$ cat src/rtl/mm_cdr_pkg.sv
// Shared types and helpers for the MM clock-and-data-recovery loop filter.
package mm_cdr_pkg;

  typedef enum logic [1:0] {
    ST_IDLE   = 2'd0,
    ST_ACQ    = 2'd1,
    ST_LOCKED = 2'd2,
    ST_OVRD   = 2'd3
  } lf_state_t;

  function automatic int nsum_w(input int nadc, input int ndec);
    return nadc + $clog2(ndec);
  endfunction

  function automatic int nph_w(input int nout, input int nfrac);
    return nout + nfrac;
  endfunction

  // Signed add clamped to the range of a w-bit two's-complement value.
  function automatic logic signed [31:0] sat_add(input logic signed [31:0] a,
                                                 input logic signed [31:0] b,
                                                 input int w);
    logic signed [32:0] s;
    logic signed [32:0] hi;
    logic signed [32:0] lo;
    s  = 33'(a) + 33'(b);
    hi = (33'sd1 <<< (w - 1)) - 33'sd1;
    lo = -(33'sd1 <<< (w - 1));
    if (s > hi) begin
      return hi[31:0];
    end else if (s < lo) begin
      return lo[31:0];
    end else begin
      return s[31:0];
    end
  endfunction

endpackage

$ cat src/rtl/mm_lock_det.sv
// Lock detector: counts consecutive quiet windows and applies a 2x exit hysteresis.
module mm_lock_det
  import mm_cdr_pkg::*;
#(
  parameter int Nsum    = 10,
  parameter int Nthr    = 8,
  parameter int LockCnt = 4
) (
  input  logic                   clk,
  input  logic                   rst,
  input  logic                   clr,
  input  logic                   win_close,
  input  logic signed [Nsum-1:0] sum,
  input  logic [Nthr-1:0]        lock_thr,
  output logic                   lock_nxt,
  output logic                   lock
);

  localparam int Ncw = $clog2(LockCnt + 1);
  localparam logic [Ncw-1:0] CntMax = Ncw'(LockCnt);

  logic [Ncw-1:0]  cnt_q, cnt_d;
  logic            lock_q, lock_d;
  logic [Nsum-1:0] abs_sum;
  logic            in_thr;
  logic            above_2thr;

  always_comb begin
    abs_sum    = sum[Nsum-1] ? Nsum'(-sum) : Nsum'(sum);
    in_thr     = 32'(abs_sum) <= 32'(lock_thr);
    above_2thr = 32'(abs_sum) > (32'(lock_thr) << 1);
    cnt_d      = cnt_q;
    lock_d     = lock_q;
    if (clr) begin
      cnt_d  = '0;
      lock_d = 1'b0;
    end else if (win_close) begin
      if (!in_thr) begin
        cnt_d = '0;
      end else if (cnt_q == CntMax) begin
        cnt_d = cnt_q;
      end else begin
        cnt_d = cnt_q + Ncw'(1);
      end
      if (!lock_q && (cnt_d == CntMax)) begin
        lock_d = 1'b1;
      end else if (lock_q && above_2thr) begin
        lock_d = 1'b0;
      end else begin
        lock_d = lock_q;
      end
    end else begin
      cnt_d  = cnt_q;
      lock_d = lock_q;
    end
  end

  always_ff @(posedge clk) begin
    if (rst) begin
      cnt_q  <= '0;
      lock_q <= 1'b0;
    end else begin
      cnt_q  <= cnt_d;
      lock_q <= lock_d;
    end
  end

  assign lock_nxt = lock_d;
  assign lock     = lock_q;

endmodule

$ cat src/rtl/mm_loop_filter.sv
// Proportional + integral CDR loop filter: decimates phase error, drives the PI code.
module mm_loop_filter
  import mm_cdr_pkg::*;
#(
  parameter int Nadc    = 8,
  parameter int Ndec    = 4,
  parameter int Nacc    = 12,
  parameter int Nout    = 8,
  parameter int Nfrac   = 8,
  parameter int LockCnt = 4
) (
  input  logic                   clk,
  input  logic                   rst,
  input  logic                   en,
  input  logic signed [Nadc-1:0] pd_in,
  input  logic [3:0]             kp,
  input  logic [3:0]             ki,
  input  logic [Nadc-1:0]        lock_thr,
  input  logic                   ext_ovrd,
  input  logic [Nout-1:0]        ext_code,
  output logic [Nout-1:0]        code_out,
  output logic                   code_vld,
  output logic                   lock
);

  localparam int Nsum = nsum_w(Nadc, Ndec);
  localparam int Nph  = nph_w(Nout, Nfrac);
  localparam int Ndw  = (Ndec > 1) ? $clog2(Ndec) : 1;
  localparam logic [Ndw-1:0] DecLast = Ndw'(Ndec - 1);

  lf_state_t              state_q, state_d;
  logic signed [Nsum-1:0] sum_q, sum_d;
  logic [Ndw-1:0]         dec_cnt_q, dec_cnt_d;
  logic signed [Nacc-1:0] int_acc_q, int_acc_d;
  logic [Nph-1:0]         phase_acc_q, phase_acc_d;
  logic [Nout-1:0]        code_q, code_d;
  logic                   code_vld_q, code_vld_d;

  logic                   go_active;
  logic                   sample;
  logic                   win_close;
  logic                   lock_nxt;
  logic signed [Nsum-1:0] full_sum;
  logic signed [31:0]     sum_ext;
  logic signed [31:0]     int_new;
  logic signed [31:0]     step;
  logic [Nph-1:0]         phase_new;

  // Override wins over enable; within the running states the lock detector picks ACQ/LOCKED.
  always_comb begin
    state_d = state_q;
    if (ext_ovrd) begin
      state_d = ST_OVRD;
    end else if (!en) begin
      state_d = ST_IDLE;
    end else if (lock_nxt) begin
      state_d = ST_LOCKED;
    end else begin
      state_d = ST_ACQ;
    end
  end

  always_comb begin
    go_active = en && !ext_ovrd;
    sample    = go_active && ((state_q == ST_ACQ) || (state_q == ST_LOCKED));
    full_sum  = sum_q + Nsum'(pd_in);
    win_close = sample && (dec_cnt_q == DecLast);
    sum_ext   = 32'(full_sum);
    int_new   = sat_add(32'(int_acc_q), sum_ext >>> ki, Nacc);
    step      = (sum_ext >>> kp) + int_new;
    phase_new = phase_acc_q + step[Nph-1:0];

    sum_d       = sum_q;
    dec_cnt_d   = dec_cnt_q;
    int_acc_d   = int_acc_q;
    phase_acc_d = phase_acc_q;
    code_d      = code_q;
    code_vld_d  = 1'b0;
    if (ext_ovrd) begin
      sum_d       = '0;
      dec_cnt_d   = '0;
      phase_acc_d = {ext_code, {Nfrac{1'b0}}};
      code_d      = ext_code;
      code_vld_d  = (ext_code != code_q);
    end else if (!sample) begin
      // Idle, or the first cycle after entering ACQ: no sample taken, window restarts clean.
      sum_d     = '0;
      dec_cnt_d = '0;
    end else if (win_close) begin
      sum_d       = '0;
      dec_cnt_d   = '0;
      int_acc_d   = int_new[Nacc-1:0];
      phase_acc_d = phase_new;
      code_d      = phase_new[Nph-1:Nfrac];
      code_vld_d  = 1'b1;
    end else begin
      sum_d     = full_sum;
      dec_cnt_d = dec_cnt_q + Ndw'(1);
    end
  end

  always_ff @(posedge clk) begin
    if (rst) begin
      state_q     <= ST_IDLE;
      sum_q       <= '0;
      dec_cnt_q   <= '0;
      int_acc_q   <= '0;
      phase_acc_q <= '0;
      code_q      <= '0;
      code_vld_q  <= 1'b0;
    end else begin
      state_q     <= state_d;
      sum_q       <= sum_d;
      dec_cnt_q   <= dec_cnt_d;
      int_acc_q   <= int_acc_d;
      phase_acc_q <= phase_acc_d;
      code_q      <= code_d;
      code_vld_q  <= code_vld_d;
    end
  end

  mm_lock_det #(
    .Nsum    (Nsum),
    .Nthr    (Nadc),
    .LockCnt (LockCnt)
  ) u_lock_det (
    .clk       (clk),
    .rst       (rst),
    .clr       (!go_active),
    .win_close (win_close),
    .sum       (full_sum),
    .lock_thr  (lock_thr),
    .lock_nxt  (lock_nxt),
    .lock      (lock)
  );

  assign code_out = code_q;
  assign code_vld = code_vld_q;

endmodule

$ cat config.mk
export PLATFORM = sky130hd
export DESIGN_NAME = mm_loop_filter
export DESIGN_NICKNAME = d
export VERILOG_FILES = /design/src/rtl/mm_cdr_pkg.sv /design/src/rtl/mm_lock_det.sv /design/src/rtl/mm_loop_filter.sv
export SDC_FILE = /design/constraint.sdc
export NUM_CORES = 1
export LEC_CHECK = 0
export BUFFER_PORTS_ARGS = -buffer_cell sky130_fd_sc_hd__buf_2
export CAP_MARGIN = 20
export CORE_ASPECT_RATIO = 1.5
export CORE_MARGIN = 2
export CORE_UTILIZATION = 60
export DETAILED_ROUTE_END_ITERATION = 10
export GPL_TIMING_DRIVEN = 0
export PLACE_DENSITY = 0.89
export SLEW_MARGIN = 20
export SYNTH_ARGS = -nofsm -noshare
export SYNTH_HDL_FRONTEND = slang
export SYNTH_SLANG_ARGS = --single-unit
$ cat constraint.sdc
create_clock -name clk -period 9.4 [get_ports clk]
set_input_delay 0 -clock clk [delete_from_list [all_inputs] [get_ports clk]]
set_output_delay 0 -clock clk [all_outputs]
set_load 0.005 [all_outputs]
Yosys cells after proc, flatten, opt, wreduce, memory -nomap -nowiden
Cells that the tools add are included.
{"block": "word_totals", "ff_bits": 55, "in_bits": 36, "out_inout_bits": 10, "wordCells": 71}
{"block": "classes", "add_sub_neg": 7, "n_lt_le_gt_ge": 4, "eq_ne": 6, "shifts": 2, "mux": 23, "bitwise_logic": 3, "reduce_logical": 16}
{"operator": "$mux W16", "n": 5}
{"operator": "$add A12 B32 Y33", "n": 1}
{"operator": "$gt A33 B12 Y1 const B", "n": 1}
{"operator": "$lt A33 B12 Y1 const B", "n": 1}
{"operator": "$add A16 B16 Y16", "n": 2}
{"operator": "$sshr A10 B4 Y32", "n": 1}
{"operator": "$mux W8", "n": 3}
{"operator": "$sshr A10 B4 Y16", "n": 1}
{"operator": "$mux W3", "n": 4}
{"operator": "$add A10 B8 Y10", "n": 1}
{"operator": "$gt A10 B9 Y1", "n": 1}
{"operator": "$le A10 B8 Y1", "n": 1}
{"operator": "$mux W10", "n": 1}
{"operator": "$neg A10 Y10", "n": 1}
{"operator": "$ne A8 B8 Y1", "n": 1}
{"operator": "$mux W1", "n": 7}
{"operator": "$eq A3 B3 Y1 const B", "n": 2}
{"operator": "$mux W2", "n": 3}
{"operator": "$logic_and A1 B1 Y1", "n": 5}
{"operator": "$eq A2 B2 Y1 const B", "n": 2}
{"operator": "$reduce_and A2 Y1", "n": 2}
{"operator": "$reduce_bool A2 Y1", "n": 2}
{"operator": "$reduce_or A2 Y1", "n": 2}
{"operator": "$reduce_or A4 Y1", "n": 1}
{"operator": "other kinds (7)", "n": 10}

Longest topological paths before layout
Gate-level depths: netlist of run 1.
{"block": "logic_depth", "ltp_word": 15, "mapped_depth": 42, "ltp_nobuf": 41}

Cells and area by module
Synthesis of run 1 repeated with hierarchy kept, for this count alone.
{"block": "unflattened", "cells_unflattened": 745, "hier_area_um2": 5989.5}
{"mod": "mm_loop_filter", "instances": 1, "cells_per_inst": 637, "area_per_inst_um2": 5129.9, "seq_area_each_um2": 1021.0}
{"mod": "mm_lock_det", "instances": 1, "cells_per_inst": 108, "area_per_inst_um2": 859.6, "seq_area_each_um2": 80.1}

Least setup slack after synthesis of run 1
No wires, ideal clock.
{"block": "synth_path", "path_type": "register -> register", "from": "reg sum_q[0]", "to": "reg code_q[7] (netlist: code_out[7])", "setup_ps": 133, "arrival_time_ps": 8339, "required_time_ps": 9267, "slack_ps": 928, "path_stages_with_launch": 42, "n_path_buf": 1, "synth_period_minus_slack_ps": 8472, "path_cell_list": "dfxtp_1 -> ha_1 -> inv_1 -> fa_1 -> nand2b_1 -> a21oi_1 -> a211o_1 -> o31ai_4 -> xnor2_2 -> a21oi_1 -> a21oi_1 -> a211oi_1 -> a21oi_1 -> ha_1 -> a21o_1 -> a21o_1 -> a211oi_2 -> a21oi_1 -> [... 6 more ...] -> nor4b_1 -> nand4_1 -> o41ai_2 -> buf_6 -> a21oi_2 -> fa_1 -> inv_1 -> ha_1 -> fa_1 -> a21o_1 -> a21oi_1 -> o21ai_0 -> a211oi_1 -> nor2_1 -> o41ai_1 -> xnor2_1 -> mux2i_1 -> a31oi_1"}
{"block": "synth_via", "elab_chain_cells": 11, "word_cells_on_any_way": 13, "classes_between": "add/sub (4); order compare (2); shift (2); mux (5)"}
{"element": "start: declaration", "line": "mm_loop_filter.sv:32", "text": "logic signed [Nsum-1:0] sum_q, sum_d;"}
{"element": "start signal: assignment", "line": "mm_loop_filter.sv:113", "text": "sum_q <= sum_d;"}
{"element": "$add A10 B8 Y10 *", "line": "mm_loop_filter.sv:66", "text": "full_sum = sum_q + Nsum'(pd_in);"}
{"element": "$sshr A10 B4 Y32", "line": "mm_loop_filter.sv:69", "text": "int_new = sat_add(32'(int_acc_q), sum_ext >>> ki, Nacc);"}
{"element": "$add A12 B32 Y33", "line": "mm_cdr_pkg.sv:26", "text": "s = 33'(a) + 33'(b);"}
{"element": "$lt A33 B12 Y1", "line": "mm_cdr_pkg.sv:31", "text": "end else if (s < lo) begin"}
{"element": "$mux W16", "line": "mm_cdr_pkg.sv:31"}
{"element": "$mux W16", "line": "mm_cdr_pkg.sv:29", "text": "if (s > hi) begin"}
{"element": "$add A16 B16 Y16 *", "line": "mm_loop_filter.sv:70", "text": "step = (sum_ext >>> kp) + int_new;"}
{"element": "$add A16 B16 Y16 *", "line": "mm_loop_filter.sv:71", "text": "phase_new = phase_acc_q + step[Nph-1:0];"}
{"element": "$mux W8 *", "line": "mm_loop_filter.sv:89", "text": "end else if (win_close) begin"}
{"element": "$mux W8 *", "line": "mm_loop_filter.sv:85", "text": "end else if (!sample) begin"}
{"element": "$mux W8 *", "line": "mm_loop_filter.sv:79", "text": "if (ext_ovrd) begin"}
{"element": "end signal: assignment", "line": "mm_loop_filter.sv:117", "text": "code_q <= code_d;"}
{"element": "end: declaration", "line": "mm_loop_filter.sv:36", "text": "logic [Nout-1:0] code_q, code_d;"}
Mark *: on every way between the ends. The rest lies on a longest branch, timed or not. The select of a mux whose other input is x is not followed.
A chain may end at the register's enable or synchronous reset.

Worst setup path in the final report of run 1
Ends and elaborated chain as after synthesis.

==> metrics.cfg, run 1 <==
[run_status]
outcome=finished clean

[clock_tree]
clk_latency_ns=0.31
clock_sinks=55
cts-root-buf=clkbuf_16
numCtsBuffers=5
cts_tree=built
ctsLongestPathBuffers=2
htreeDepth=2
path_clk_slew_ns=0.08

[synth]
synthAdderAreaFrac_pct=21.3
yosys_warnings=0
synth_xor_area_share_pct=7.71
synth_top_family_by_area=compound AO/OA/AOI/OAI gates
synthMuxAreaShare_pct=3.75
yosysSeqAreaShare_pct=19.4
synth_cell_types=64
synth_edf_count=0
syn_avg_cell_area_um2=7.99
ys_seq_elements=55
synth_compound_area_share_pct=24.1
syn_area_um2=5670
synth_flop_cell=dfxtp_1
syn_inst=709
syn-num-nets=826
async_flop_share_pct=0
synth-simple-area-share_pct=16.8

[timing]
fin_crit_sh_pct=95.1
timing.fmax_mhz=112
worstMarginPinSlew_ns=0.682
setup_slack_ns=0.457
period_needed_ns=8.94
setup_violations=0
setup_tns_ns=0
hold_viol=0
holdWs_ns=0.0230
fin_skew_ns=0.00924
relSlewSlack_pct=54.5
slew_violations=0

[global_route]
antenna_found_initial=0
grt_pass1_vias=5403
overflow=0
grt_usage_pct=27.5
grt_max_degree=24
grt_pass1_wl_um=23200

[floorplanning]
die_area_um2=10300
pin_count=46
start_util_pct=61.6
die_w_um=83.3
rows=43
core_um2=9200
fp.dieH_um=123

[drt]
viasPerCell=6.07
vias=5323
wl_per_cell_um=16.3
drt-total-wl_um=14300
dr.pass1.iters=5
drc=0
dr_wl_met2_um=7730
top_layer_used=met4
ant_nets=0
m1WireLength_um=5270
dr_wl_met3_um=609
drt-initial-drc-count=276

[job]
drv_cap=0

[finish]
n_antenna_cell=0
layout.cells.non_filler=877
syn2layout_area_growth_pct=12.4
post-route-cell-area_um2=6370
final_common_cell=nor2_1
finalNetCount=881
final_cell_mix=nor2_1, nand2_1, inv_1, ha_1, dfxtp_1
drive_gt1_share_pct=15.8
final_core_util_pct=69.2
fillers=735

[power]
p_per_area_nw_per_um2=132
leakage_nw=2.76
irDropWorstVdd_uv=115
fin_total_pwr_mw=0.842

[placed_design]
dp.cells=858
finalWeightedCongestion=0.937
io_buffers=37
place_hpwl_um=11100
place_area_um2=5990
dp_slack_ns=-0.390

[worst_setup_path]
worst_ep_required_time_ns=9.57
crit_arrival_ns=9.12
path_class=flop to flop
cpMostUsedCell=fa_1
cp_max_fo=6
critPathLaunchType=flop
end_kind=flop
crit_slowest_cell=fa_1
critPathMaxStageDelay_ns=0.51

[min_path]
worstHoldPathType=input port to flop

[sequential cells by signal (all words and copies together), names as in the netlist]
register          count
phase_acc_q          16
dec_cnt_q             2
state_q               2
code_vld              1
int_acc_q            12
sum_q                10
u_lock_det.lock       1
u_lock_det.cnt_q      3
code_out              8
[critical path: cells and delay by family (launching register included)]
family          cells  cell delay [ns]
compound gates     15             2.90
xor+xnor            2             0.41
fa+ha+maj           8             2.85
buf+inv             3             0.28
flops               1             0.32
mux                 3             0.91
simple gates        7             1.13
[per-layer routing]
| metal | up-vias | GRT usage [%] |
|---|---|---|
| met5 | - | 0 |
| met4 | 0 | 15.5 |
| met3 | 59 | 3.34 |
| met2 | 160 | 53.8 |
| met1 | 2523 | 28.1 |
| li1 | 2581 | - |
[logic make-up (layout without fill, tap and decap cells)]
| logic type | after synthesis | count (layout) |
|---|---|---|
| AND/OR/NAND/NOR | 210 | 210 |
| AO/OA/AOI/OAI | 196 | 196 |
| buffers and inverters | 100 | 156 |
| adder cells (fa/ha/maj) | 81 | 81 |
| flip-flops | 55 | 55 |
| XOR/XNOR | 49 | 49 |
| multiplexers | 18 | 18 |
[final cells by class]
| cell class | instances | area, um^2 | area share [%] |
|---|---|---|---|
| timing repair buffer | 50 | 285 | 4.48 |
| inverter | 65 | 244 | 3.83 |
| clock inverter | 2 | 13.8 | 0.216 |
| sequential | 55 | 1100 | 17.3 |
| clock buffer | 6 | 139 | 2.18 |
| tap | 112 | 140 | 2.20 |
| multi-input combinational | 554 | 4310 | 67.6 |
| buffer | 33 | 140 | 2.20 |
[worst paths after layout]
| kind | depth (start not counted) | slack [ns] | startpoint | endpoint |
|---|---|---|---|---|
| setup / recovery | 38 | 0.46 | sum_q[0] | code_out[7] |
| hold / removal | 3 | 0.02 | ext_code[3] | phase_acc_q[11] |
| setup reg to reg | 38 | 0.46 | sum_q[0] | code_out[7] |
| hold reg to reg | 1 | 0.43 | dec_cnt_q[0] | dec_cnt_q[0] |
[repair_timing]
action / CTS / global route
setup endpoints to repair: 8 / 14
hold buffers: 1 / 0
pin swaps: 0 / 12
endpoints found under the hold margin: 1 / 0
resized for setup: 5 / 19
setup buffers: 0 / 12
[cells in the mapped netlist, types with 4 or more instances]
library cell  count  area (um^2)
a22oi_1           4         30.0
nand2b_1          8         50.1
or2_2             4         25.0
inv_1            64          240
o31ai_1           4         30.0
clkbuf_1         27          101
nor2_1           78          293
xnor2_1          32          280
a211oi_2          9          113
fa_1             26          521
a21oi_2           9         78.8
mux2i_1          10          100
nand4_1           7         43.8
a211oi_1         17          128
dfxtp_1          55         1100
a21o_1           15          113
nand3_1           7         35.0
o21ai_0          31          155
a31oi_1          10         62.6
mux2_2            6         67.6
or3_1             5         31.3
xor2_1           16          140
o21a_1           15          113
a21oi_1          53          265
nor2b_1           7         43.8
a2111oi_0         4         35.0
nand2_1          67          251
nor3_1            9         45.0
ha_1             55          688
[power breakdown]
| part | switching, mW | leakage [nW] | internal (mW) |
|---|---|---|---|
| logic | 0.229 | 2.23 | 0.170 |
| clock network | 0.0938 | 0.0772 | 0.107 |
| registers | 0.00371 | 0.447 | 0.238 |
Power figures use the tool's default switching activity.
==> run 2, diff against run 1 <==
--- a/config.mk
+++ b/config.mk
@@ -5,15 +5,16 @@
 export SDC_FILE = /design/constraint.sdc
 export NUM_CORES = 1
 export LEC_CHECK = 0
-export BUFFER_PORTS_ARGS = -buffer_cell sky130_fd_sc_hd__buf_2
 export CAP_MARGIN = 20
 export CORE_ASPECT_RATIO = 1.5
 export CORE_MARGIN = 2
 export CORE_UTILIZATION = 60
 export DETAILED_ROUTE_END_ITERATION = 10
+export DONT_BUFFER_PORTS = 1
 export GPL_TIMING_DRIVEN = 0
-export PLACE_DENSITY = 0.89
+export PLACE_DENSITY_LB_ADDON = 0.2
 export SLEW_MARGIN = 20
 export SYNTH_ARGS = -nofsm -noshare
 export SYNTH_HDL_FRONTEND = slang
 export SYNTH_SLANG_ARGS = --single-unit
+export TNS_END_PERCENT = 5
==> metrics.cfg, run 2 (synthesized netlist as in run 1, its figures left out) <==
[timing]
fin_crit_sh_pct=95.3
setup_tns_ns=0
hold_viol=0
setup_violations=0
relSlewSlack_pct=54.3
slew_violations=0
period_needed_ns=8.95
worstMarginPinSlew_ns=0.685
setup_slack_ns=0.446
timing.fmax_mhz=112
fin_skew_ns=0.0101

[worst_setup_path]
worst_ep_required_time_ns=9.57
critPathLaunchType=flop
critPathMaxStageDelay_ns=0.50
path_buf_inv=3
path_depth=38
crit_family=compound AO/OA/AOI/OAI gates
path_class=flop to flop
crit_slowest_cell=mux4_2
crit_arrival_ns=9.12
reg2regPathDepth=38
cpMostUsedCell=a21oi_2
cp_max_fo=5
end_kind=flop

[finish]
top_regs=phase_acc_q (16), int_acc_q (12), sum_q (10)
finalNetCount=854
n_antenna_cell=0
post-route-cell-area_um2=6310
layout.cells.non_filler=850
drive_gt1_share_pct=11.7
syn2layout_area_growth_pct=11.4
final_common_cell=nor2_1
top_register=phase_acc_q
final_cell_mix=nor2_1, nand2_1, inv_1, ha_1, dfxtp_1
fillers=783
largest_reg_flops=16

[run_status]
outcome=finished clean

[global_route]
overflow=0
grt_pass1_vias=5199
grt_pass1_wl_um=23500
grt_max_degree=24
grt_usage_pct=28.3
antenna_found_initial=0

[power]
p_sw_mw=0.322
p_per_area_nw_per_um2=135
internal_power_mw=0.532
leakage_nw=2.65
comb_power_share_pct=45.7
pwr-share-clk_pct=25.8
p_seq_share_pct=28.4
irDropWorstVdd_uv=140
p_sw_share_pct=37.8

[clock_tree]
ctsLongestPathBuffers=2
clk_latency_ns=0.30
cts-root-buf=clkbuf_16
numCtsBuffers=5
cts_tree=built
path_clk_slew_ns=0.08
clock_sinks=55
htreeDepth=2

[drt]
drc=0
viasPerCell=5.98
drt-initial-drc-count=241
wl_per_cell_um=16.7
vias=5086
drt-total-wl_um=14200
dr.pass1.iters=4
ant_nets=0

[floorplanning]
pin_count=46
core_um2=9200
fp.dieH_um=123
start_util_pct=61.6
rows=43
die_w_um=83.3
die_area_um2=10300

[placed_design]
io_buffers=0
place_hpwl_um=11100
finalWeightedCongestion=0.906
dp_slack_ns=-0.568
place_area_um2=5810
dp.cells=821

[min_path]
whs_path_depth=4
worstHoldPathType=input port to flop

[job]
drv_cap=0

## run 2: layout make-up
type                    count  area [um^2]  share of cell area (%)
clock buffers               5          125                    1.98
multi-input cells         554         4300                    68.2
inverters                  65          244                    3.87
clock inverters             3         43.8                   0.694
repair buffers             23          210                    3.33
plain buffers              33          140                    2.22
well taps                 112          140                    2.22
flip-flops and latches     55         1100                    17.5
## run 2: timing repair
item / 4_1_cts / 5_1_grt
resized for setup: 7 / 18
setup buffers: 1 / 12
hold buffers: 10 / 0
pin swaps: 1 / 16
setup endpoints to repair: 8 / 14
endpoints found under the hold margin: 22 / 0
## run 2: metal layers
metal / routed length (um) / up-vias / share of wire, % / track usage (%)
li1: - / 2513 / - / -
met1: 5450 / 2436 / 38 / 28.6
met2: 7860 / 98 / 55 / 57.0
met3: 387 / 39 / 2.7 / 3.54
met4: 523 / 0 / 3.7 / 12.7
met5: 0 / - / 0 / 0
## run 2: worst min-delay path, delay by kind of cell
kind	cells	cell delay, ns
AO/OA/AOI/OAI	2	0.19
XOR/XNOR	1	0.04
AND/OR/NAND/NOR	1	0.06
## run 2: path summary, 6_finish.rpt
path                                     end  slack [ns]          from
worst min-delay path                code_vld        0.04   ext_code[5]
worst min register to register  dec_cnt_q[0]        0.43  dec_cnt_q[0]
worst max-delay path             code_out[7]        0.45      sum_q[0]
worst max register to register   code_out[7]        0.45      sum_q[0]
## run 2: through the flow
step                utilization, %  total power [mW]  hold slack [ns]
floorplan                        -             0.539            0.153
global placement              63.1             0.601            0.156
detailed placement            63.1             0.613            0.162
CTS                           66.6             0.841           0.0313
global route                  68.6             0.914           0.0947
finish                        68.6             0.854           0.0382
## run 2: power by group through the flow
stage | logic [mW] | clock network [mW] | registers (mW)
floorplan | 0.292 | 0 | 0.247
global route | 0.440 | 0.231 | 0.243
CTS | 0.376 | 0.222 | 0.243
detailed placement | 0.365 | 0 | 0.248
global placement | 0.353 | 0 | 0.248
finish | 0.391 | 0.221 | 0.243
